==> config.mk <==
export PLATFORM = sky130hd
export DESIGN_NAME = song_sequencer
export DESIGN_NICKNAME = d
export VERILOG_FILES = /design/src/rtl/song_sequencer.sv
export SDC_FILE = /design/constraint.sdc
export NUM_CORES = 2
export LEC_CHECK = 0
export BUFFER_PORTS_ARGS = -buffer_cell sky130_fd_sc_hd__buf_2
export CAP_MARGIN = 20
export CORE_MARGIN = 3
export CORE_UTILIZATION = 40
export CTS_BUF_LIST = sky130_fd_sc_hd__clkbuf_4
export DETAILED_ROUTE_END_ITERATION = 8
export PLACE_DENSITY = 0.56
export SETUP_SLACK_MARGIN = 0.2
export SLEW_MARGIN = 10
export SYNTH_ARGS = -nofsm -noshare
export SYNTH_HDL_FRONTEND = slang
export SYNTH_SLANG_ARGS = --single-unit
==> constraint.sdc <==
create_clock -name clk -period 6.8 [get_ports clk]
set_input_delay 0.34 -clock clk [delete_from_list [all_inputs] [get_ports clk]]
set_output_delay 0.34 -clock clk [all_outputs]
set_load 0.1 [all_outputs]
==> src/rtl/song_sequencer.sv <==
// Multi-song note sequencer: plays {note,dur} entries from internal RAM into the
// piano voice path, with loop, pause, stop and a trailing articulation gap per note.
module song_sequencer #(
   parameter int NOTE_W    = 4,
   parameter int DUR_W     = 7,
   parameter int MAX_LEN   = 32,
   parameter int NUM_SONGS = 4,
   parameter int TICK_DIV  = 1250000,
   parameter int GAP_TICKS = 1
) (
   input  logic                         clk,
   input  logic                         rst,
   input  logic                         wr_en_i,
   input  logic [$clog2(NUM_SONGS)-1:0] wr_song_i,
   input  logic [$clog2(MAX_LEN)-1:0]   wr_addr_i,
   input  logic [NOTE_W-1:0]            wr_note_i,
   input  logic [DUR_W-1:0]             wr_dur_i,
   input  logic                         start_i,
   input  logic [$clog2(NUM_SONGS)-1:0] song_sel_i,
   input  logic                         stop_i,
   input  logic                         pause_i,
   input  logic                         loop_i,
   output logic                         key_on_o,
   output logic [NOTE_W-1:0]            key_o,
   output logic [DUR_W-1:0]             duration_o,
   output logic [$clog2(MAX_LEN)-1:0]   note_idx_o,
   output logic                         busy_o,
   output logic                         done_o
);

   localparam int SW = $clog2(NUM_SONGS);
   localparam int AW = $clog2(MAX_LEN);
   localparam int TW = $clog2(TICK_DIV);
   localparam int EW = NOTE_W + DUR_W;
   localparam logic [TW-1:0]    TICK_LAST = TW'(TICK_DIV - 1);
   localparam logic [DUR_W-1:0] GAP_D     = DUR_W'(GAP_TICKS);
   localparam logic [DUR_W-1:0] REM_ONE   = DUR_W'(1);
   localparam logic [AW-1:0]    LAST_IDX  = AW'(MAX_LEN - 1);

   typedef enum logic [1:0] {IDLE, FETCH, SOUND, GAP} state_e;

   state_e            state_q, state_d;
   logic [SW-1:0]     cur_song_q, cur_song_d;
   logic [AW-1:0]     idx_q, idx_d;
   logic [DUR_W-1:0]  rem_q, rem_d;
   logic [DUR_W-1:0]  gap_q, gap_d;
   logic [TW-1:0]     tick_q, tick_d;
   logic [NOTE_W-1:0] key_q, key_d;
   logic [DUR_W-1:0]  dur_q, dur_d;
   logic [AW-1:0]     nidx_q, nidx_d;
   logic              key_on_q, key_on_d;
   logic              done_q, done_d;

   // Program RAM: not reset, synchronous write, combinational read.
   logic [EW-1:0] mem_q [NUM_SONGS*MAX_LEN];

   always_ff @(posedge clk) begin
      if (wr_en_i) mem_q[{wr_song_i, wr_addr_i}] <= {wr_note_i, wr_dur_i};
   end

   logic [EW-1:0]     ent;
   logic [NOTE_W-1:0] ent_note;
   logic [DUR_W-1:0]  ent_dur;
   logic [DUR_W-1:0]  s_len;
   logic              tick_fire;
   logic              adv;

   assign ent       = mem_q[{cur_song_q, idx_q}];
   assign ent_note  = ent[EW-1:DUR_W];
   assign ent_dur   = ent[DUR_W-1:0];
   // Short notes (dur <= gap) sound for their full length with no gap.
   assign s_len     = (ent_dur > GAP_D) ? ent_dur - GAP_D : ent_dur;
   assign tick_fire = (tick_q == TICK_LAST);

   always_comb begin
      state_d    = state_q;
      cur_song_d = cur_song_q;
      idx_d      = idx_q;
      rem_d      = rem_q;
      gap_d      = gap_q;
      tick_d     = tick_q;
      key_d      = key_q;
      dur_d      = dur_q;
      nidx_d     = nidx_q;
      key_on_d   = key_on_q;
      done_d     = 1'b0;
      adv        = 1'b0;

      if (stop_i) begin
         state_d  = IDLE;
         key_on_d = 1'b0;
      end else if (start_i) begin
         cur_song_d = song_sel_i;
         idx_d      = '0;
         key_on_d   = 1'b0;
         state_d    = FETCH;
      end else if (!pause_i) begin
         unique case (state_q)
            IDLE: ;
            FETCH: begin
               if (ent_dur == '0) begin
                  // idx!=0 guard keeps an empty looping song from spinning.
                  if (loop_i && idx_q != '0) begin
                     idx_d = '0;
                  end else begin
                     done_d  = 1'b1;
                     state_d = IDLE;
                  end
               end else begin
                  key_d    = ent_note;
                  dur_d    = ent_dur;
                  nidx_d   = idx_q;
                  key_on_d = 1'b1;
                  rem_d    = s_len;
                  gap_d    = ent_dur - s_len;
                  tick_d   = '0;
                  state_d  = SOUND;
               end
            end
            SOUND: begin
               tick_d = tick_fire ? '0 : tick_q + 1'b1;
               if (tick_fire) begin
                  rem_d = rem_q - 1'b1;
                  if (rem_q == REM_ONE) begin
                     key_on_d = 1'b0;
                     if (gap_q != '0) begin
                        rem_d   = gap_q;
                        state_d = GAP;
                     end else begin
                        adv = 1'b1;
                     end
                  end
               end
            end
            GAP: begin
               tick_d = tick_fire ? '0 : tick_q + 1'b1;
               if (tick_fire) begin
                  rem_d = rem_q - 1'b1;
                  if (rem_q == REM_ONE) adv = 1'b1;
               end
            end
            default: state_d = IDLE;
         endcase
      end

      // Running past the last slot behaves as an end marker.
      if (adv) begin
         if (idx_q == LAST_IDX) begin
            idx_d = '0;
            if (loop_i) begin
               state_d = FETCH;
            end else begin
               done_d  = 1'b1;
               state_d = IDLE;
            end
         end else begin
            idx_d   = idx_q + 1'b1;
            state_d = FETCH;
         end
      end
   end

   always_ff @(posedge clk or posedge rst) begin
      if (rst) begin
         state_q    <= IDLE;
         cur_song_q <= '0;
         idx_q      <= '0;
         rem_q      <= '0;
         gap_q      <= '0;
         tick_q     <= '0;
         key_q      <= '0;
         dur_q      <= '0;
         nidx_q     <= '0;
         key_on_q   <= 1'b0;
         done_q     <= 1'b0;
      end else begin
         state_q    <= state_d;
         cur_song_q <= cur_song_d;
         idx_q      <= idx_d;
         rem_q      <= rem_d;
         gap_q      <= gap_d;
         tick_q     <= tick_d;
         key_q      <= key_d;
         dur_q      <= dur_d;
         nidx_q     <= nidx_d;
         key_on_q   <= key_on_d;
         done_q     <= done_d;
      end
   end

   // key_on_q is only ever set in SOUND, so pause gating is inert in IDLE.
   assign key_on_o   = key_on_q & ~pause_i;
   assign key_o      = key_q;
   assign duration_o = dur_q;
   assign note_idx_o = nidx_q;
   assign busy_o     = (state_q != IDLE);
   assign done_o     = done_q;

endmodule

# Word-level counts from Yosys, hierarchy flattened
# Memories as Yosys holds them, arrays and structs flattened.
# Cells that the tools add are included.
# classes
n_eq_ne,20
magnitude_cmp,1
addsub,5
reduce_logical,20
n_mux,57
n_bitwise,5
# ops
cell,n
two-way mux 21 bit,2
two-way mux 7 bit,6
case mux 21 bit (2 select lines),1
two-way mux 5 bit,8
two-way mux 1 bit,26
"adder 21 x 1 -> 21 bit, second input constant",1
"equality test 21 bit, second input constant",1
case mux 7 bit (3 select lines),1
two-way mux 2 bit,10
AND reduction 5 bit,4
"!= test 5 bit, second input constant",3
"subtractor 7 x 1 -> 7 bit, second input constant",2
"!= test 4 bit, second input constant",3
nonzero test 3 bit,4
nonzero test 5 bit,2
"equality test 7 x 1 -> 1 bit, second input constant",1
"greater-than comparator 7 x 1 -> 1 bit, second input constant",1
zero test 7 bit,1
AND reduction 7 bit,1
nonzero test 7 bit,1
subtractor 7 bit,1
"!= test 2 bit, second input constant",3
"!= test 6 bit, second input constant",1
AND reduction 6 bit,1
17 further kinds,23
# totals
in_bits,27
reg_bits,62
ram_bits,1408
wordCells,120
n_memories,1
out_inout_bits,19
# mem_list
memory,depth,word_bits,rd,rd_ports_with_merged_regs,wr,line,text
mem_q,128,11,1,0,1,55,logic [EW-1:0] mem_q [NUM_SONGS*MAX_LEN];

# Longest topological paths before layout
# logic_depth
word_depth,11
depth_mapped,24
ltp_nobuf,16

# Worst setup path after synthesis
# No wires, ideal clock.
# synth_timing
path_kind,register to register
from,register idx_q[0]
to,register gap_q[6]
synth_period_minus_slack_ns,4.720
arrival_ns,4.634
path_stages_with_launch,23
n_path_buf,8
setup_time_ns,0.087
required_ns,6.713
slack_ns,2.080
path_cell_list,dfrtp_1 > buf_6 > buf_12 > buf_12 > buf_12 > buf_12 > buf_12 > buf_8 > buf_6 > mux2i_1 > a221oi_1 > o21ai_1 > a22oi_1 > nor3_2 > or2_2 > ha_1 > o2111ai_4 > mux2_4 > fa_1 > a21o_1 > o221a_1 > o311a_1 > a211oi_2
# synth_between
elab_chain_cells,4
elab_cells_between_ends,8
classes_between,add/sub (2); order compare (1); mux (1); bitwise (1); reduce/logical (2); memory (1)
# synth_lines
item,line,text
from (decl),44,"logic [AW-1:0] idx_q, idx_d;"
from (signal assigned),179,idx_q <= idx_d;
memory read (128 x 11 bit) (*),n/a,
"subtractor 7 x 1 -> 7 bit, or another cell as far along",72,assign s_len = (ent_dur > GAP_D) ? ent_dur - GAP_D : ent_dur;
two-way mux 7 bit / inverter 1 bit (equally long branches),n/a,
subtractor 7 bit / AND reduction 5 bit (equally long branches),n/a,
to (signal assigned),181,gap_q <= gap_d;
to (decl),46,"logic [DUR_W-1:0] gap_q, gap_d;"
# Every way passes the cells marked *; elsewhere a longest branch is shown, timed or not.
# A chain may end at the register's enable or synchronous reset.

# Final worst setup path
# Ends and elaborated chain as after synthesis.

==> qor.yml <==
logic_synthesis:
  synth-seq-cells: 1470
  synth_top_flop_cell: "edfxtp_1"
  async_flop_share_pct: 4.218
  synth.distinct_cells: 84
  synth_edf_count: 1408
  syn_area_per_cell_sq_um: 20.24
  synth_cells: 2897
  synth_seq_area_share_pct: 74.77
  synth.area.top_cells: "edfxtp_1 72%, mux4_2 13%, dfrtp_1 2.6%"
  synth_top_area_share_pct: 72.12
  synth_top_area_cell: "edfxtp_1"
  syn_area_sq_um: 58630
  yosysWarnings: 0
  syn_nets: 2943
critical_path:
  worstPathArrival_ps: 6880
  cp-end-kind: "flip-flop"
  setup.worst_path.class: "reg -> reg"
  critPathSlowestCell: "dfrtp_4"
  cp_top_family: "compound AO/OA/AOI/OAI gates"
  cp_max_fo: 35
  crit_chain: "buf_12 > mux4_2 > mux2i_1 > o22ai_1 > o21ai_1 > o21ai_0 > and2b_1 > o2111ai_4 > mux2_4 > fa_1 > a21o_1 > o221a_1 > o311a_1 > a211oi_2"
  cp_slowest_stage_delay_ps: 860
  crit_buf_inv: 1
  cp-start-kind: "flip-flop"
  cp.required_ps: 7950
drt:
  avgViaCountPerCell: 5.570
  routedWlPerCell_um: 27.70
  drtAntennaViolNets: 0
  route.vias.total: 31271
  routed_wl_um: 155500
  drcViolationCount: 0
  drt_pass1_iterations: 5
  drt_iter0_markers: 2829
power_and_ir_drop:
  irDropWorstVdd_mv: 0.1644
  leakagePower_nw: 21.62
  powerDensity_nw_per_um2: 270.4
  p_total_w: 0.01818
floorplanning:
  die_h_um: 388.8
  dieArea_sq_um: 151200
  core.rowCount: 139
  ioPinCount: 46
  core_area_sq_um: 144500
  die_x_um: 388.8
  initial_core_util_pct: 40.56
place:
  port_buffers: 45
  dp_hpwl_um: 98370
  place_ws_ps: 1141
  place.gp.congestion: 0.8864
global_routing:
  overflow: 0
  antenna_found_initial: 15
  grt_max_degree: 89
  grt_util_all_layers_pct: 20.70
  grt_pass1_vias: 32522
  grt_pass1_wl_um: 225800
outcome:
  outcome: "complete, no violations"
sta:
  fmax_mhz: 174.6
  finalWorstSetupSlack_ps: 1074
  finClkSkew_ps: 117.0
  worstMarginPinSlew_ps: 1197
  finalHoldViolations: 0
  max_slew_margin_pct: 20.17
  setup_viol: 0
  maxSlewViolCount: 0
  post-route-min-period_ps: 5726
  hold_slack_ps: 153.0
  rsz0062_at_grt: "false"
  period_share_pct: 84.21
  fin_setup_tns_ps: 0
cts:
  tritoncts: "yes"
  clkTransAtPathRegs_ps: 70
  clock_sink_count: 1470
  h-tree-depth: 5
  clk_latency_ps: 1290
  cts_max_path_buffers: 4
  clock-root-buffer: "clkbuf_4"
  cts_buffers: 388
final_layout:
  area_growth_pct: 14.67
  fillers: 12247
  drive_above_1_share_pct: 33.68
  multi_input_area_sq_um: 13800
  layout.nets: 3480
  final_util_pct: 46.52
  seq_area_sq_um: 43840
  layout_commonest_cell: "edfxtp_1"
  final_cell_mix: "1408 x edfxtp_1, 553 x clkbuf_4, 351 x mux4_2"
flow_run:
  drv_cap: 0
worst_hold_path:
  worstHoldPathType: "in -> reg"
[power breakdown]
| group | total (W) | internal, W | switching, W | leakage (nW) |
|---|---|---|---|---|
| sequential | 0.0101 | 0.0100 | 0.0000685 | 13.5 |
| clock | 0.00724 | 0.00375 | 0.00348 | 2.77 |
| combinational | 0.000861 | 0.000221 | 0.000641 | 5.38 |
[cells in the mapped netlist, drive strengths merged, types with 24 or more instances]
cell    number
dfrtp       62
inv         30
nand3       37
edfxtp    1408
clkbuf      65
nor3        24
buf         87
o21ai       60
nand2      116
a22oi       33
mux2i      139
nor2       180
a21oi       48
mux4       351
[final cells by class]
cell class              instances  area share, %
flip-flops and latches       1470          65.22
multi-input cells            1244          20.52
clock buffers                 553          6.175
repair buffers                299          3.663
well taps                    1903          3.542
clock inverters               102         0.6589
inverters                      31         0.1768
diodes                         12        0.04467
[what timing repair did]
action	4_1_cts	5_1_grt
resized for setup	0	0
hold buffers	48	0
buffers inserted	0	0
endpoints found under the hold margin	1759	0
[registers in the layout, indices dropped and copies added (netlist names), 4 cells and up]
register and count:
gap_q 7, tick_q 21, note_idx_o 5, idx_q 5
key_o 4, mem_q 1408, rem_q 7, duration_o 7
[worst reg2reg max path, delay by kind of cell, from the launching register on]
kind	cells	cell delay, ps
buf+inv	1	350
simple gates	1	390
flops	1	860
mux	3	1520
fa+ha+maj	1	420
compound gates	8	2110
[path summary, 6_finish.rpt]
check,start,end,slack (ps),depth (start not counted)
min reg2reg,note_idx_o[3]$_DFFE_PP0P_,note_idx_o[3]$_DFFE_PP0P_,470,2
max in group asynchronous,rst,idx_q[0]$_DFFE_PP0P_,5620,5
max,idx_q[0]$_DFFE_PP0P_,gap_q[6]$_DFFE_PP0P_,1070,14
min in group asynchronous,rst,tick_q[12]$_DFFE_PP0P_,490,5
min,wr_dur_i[4],mem_q[113][4]$_DFFE_PP_,150,2
max reg2reg,idx_q[0]$_DFFE_PP0P_,gap_q[6]$_DFFE_PP0P_,1070,14
[cell families after synthesis]
group	count (synthesis)	synth area share, %
flops	1470	74.77
simple gates	436	3.297
xor+xnor	19	0.2838
buf+inv	183	1.793
mux	511	16.28
fa+ha+maj	19	0.4183
compound gates	259	3.163
[through the flow]
stage	instances	instance area (sq um)
global placement	4868	61830
detailed placement	4897	62100
finish	5614	67230
global route	5609	67210
floorplan	2897	58630
CTS	5600	67170
[per-layer routing]
layer	vias up	wire length (um)	share of wire (%)	track usage, %
met1	16340	63150	41	27.44
li1	13282	-	-	-
met3	295	12970	8.3	5.892
met4	4	5233	3.4	8.422
met5	-	27	0.017	0
met2	1350	74140	48	32.34
No activity file was read; power rests on OpenSTA's default activity.
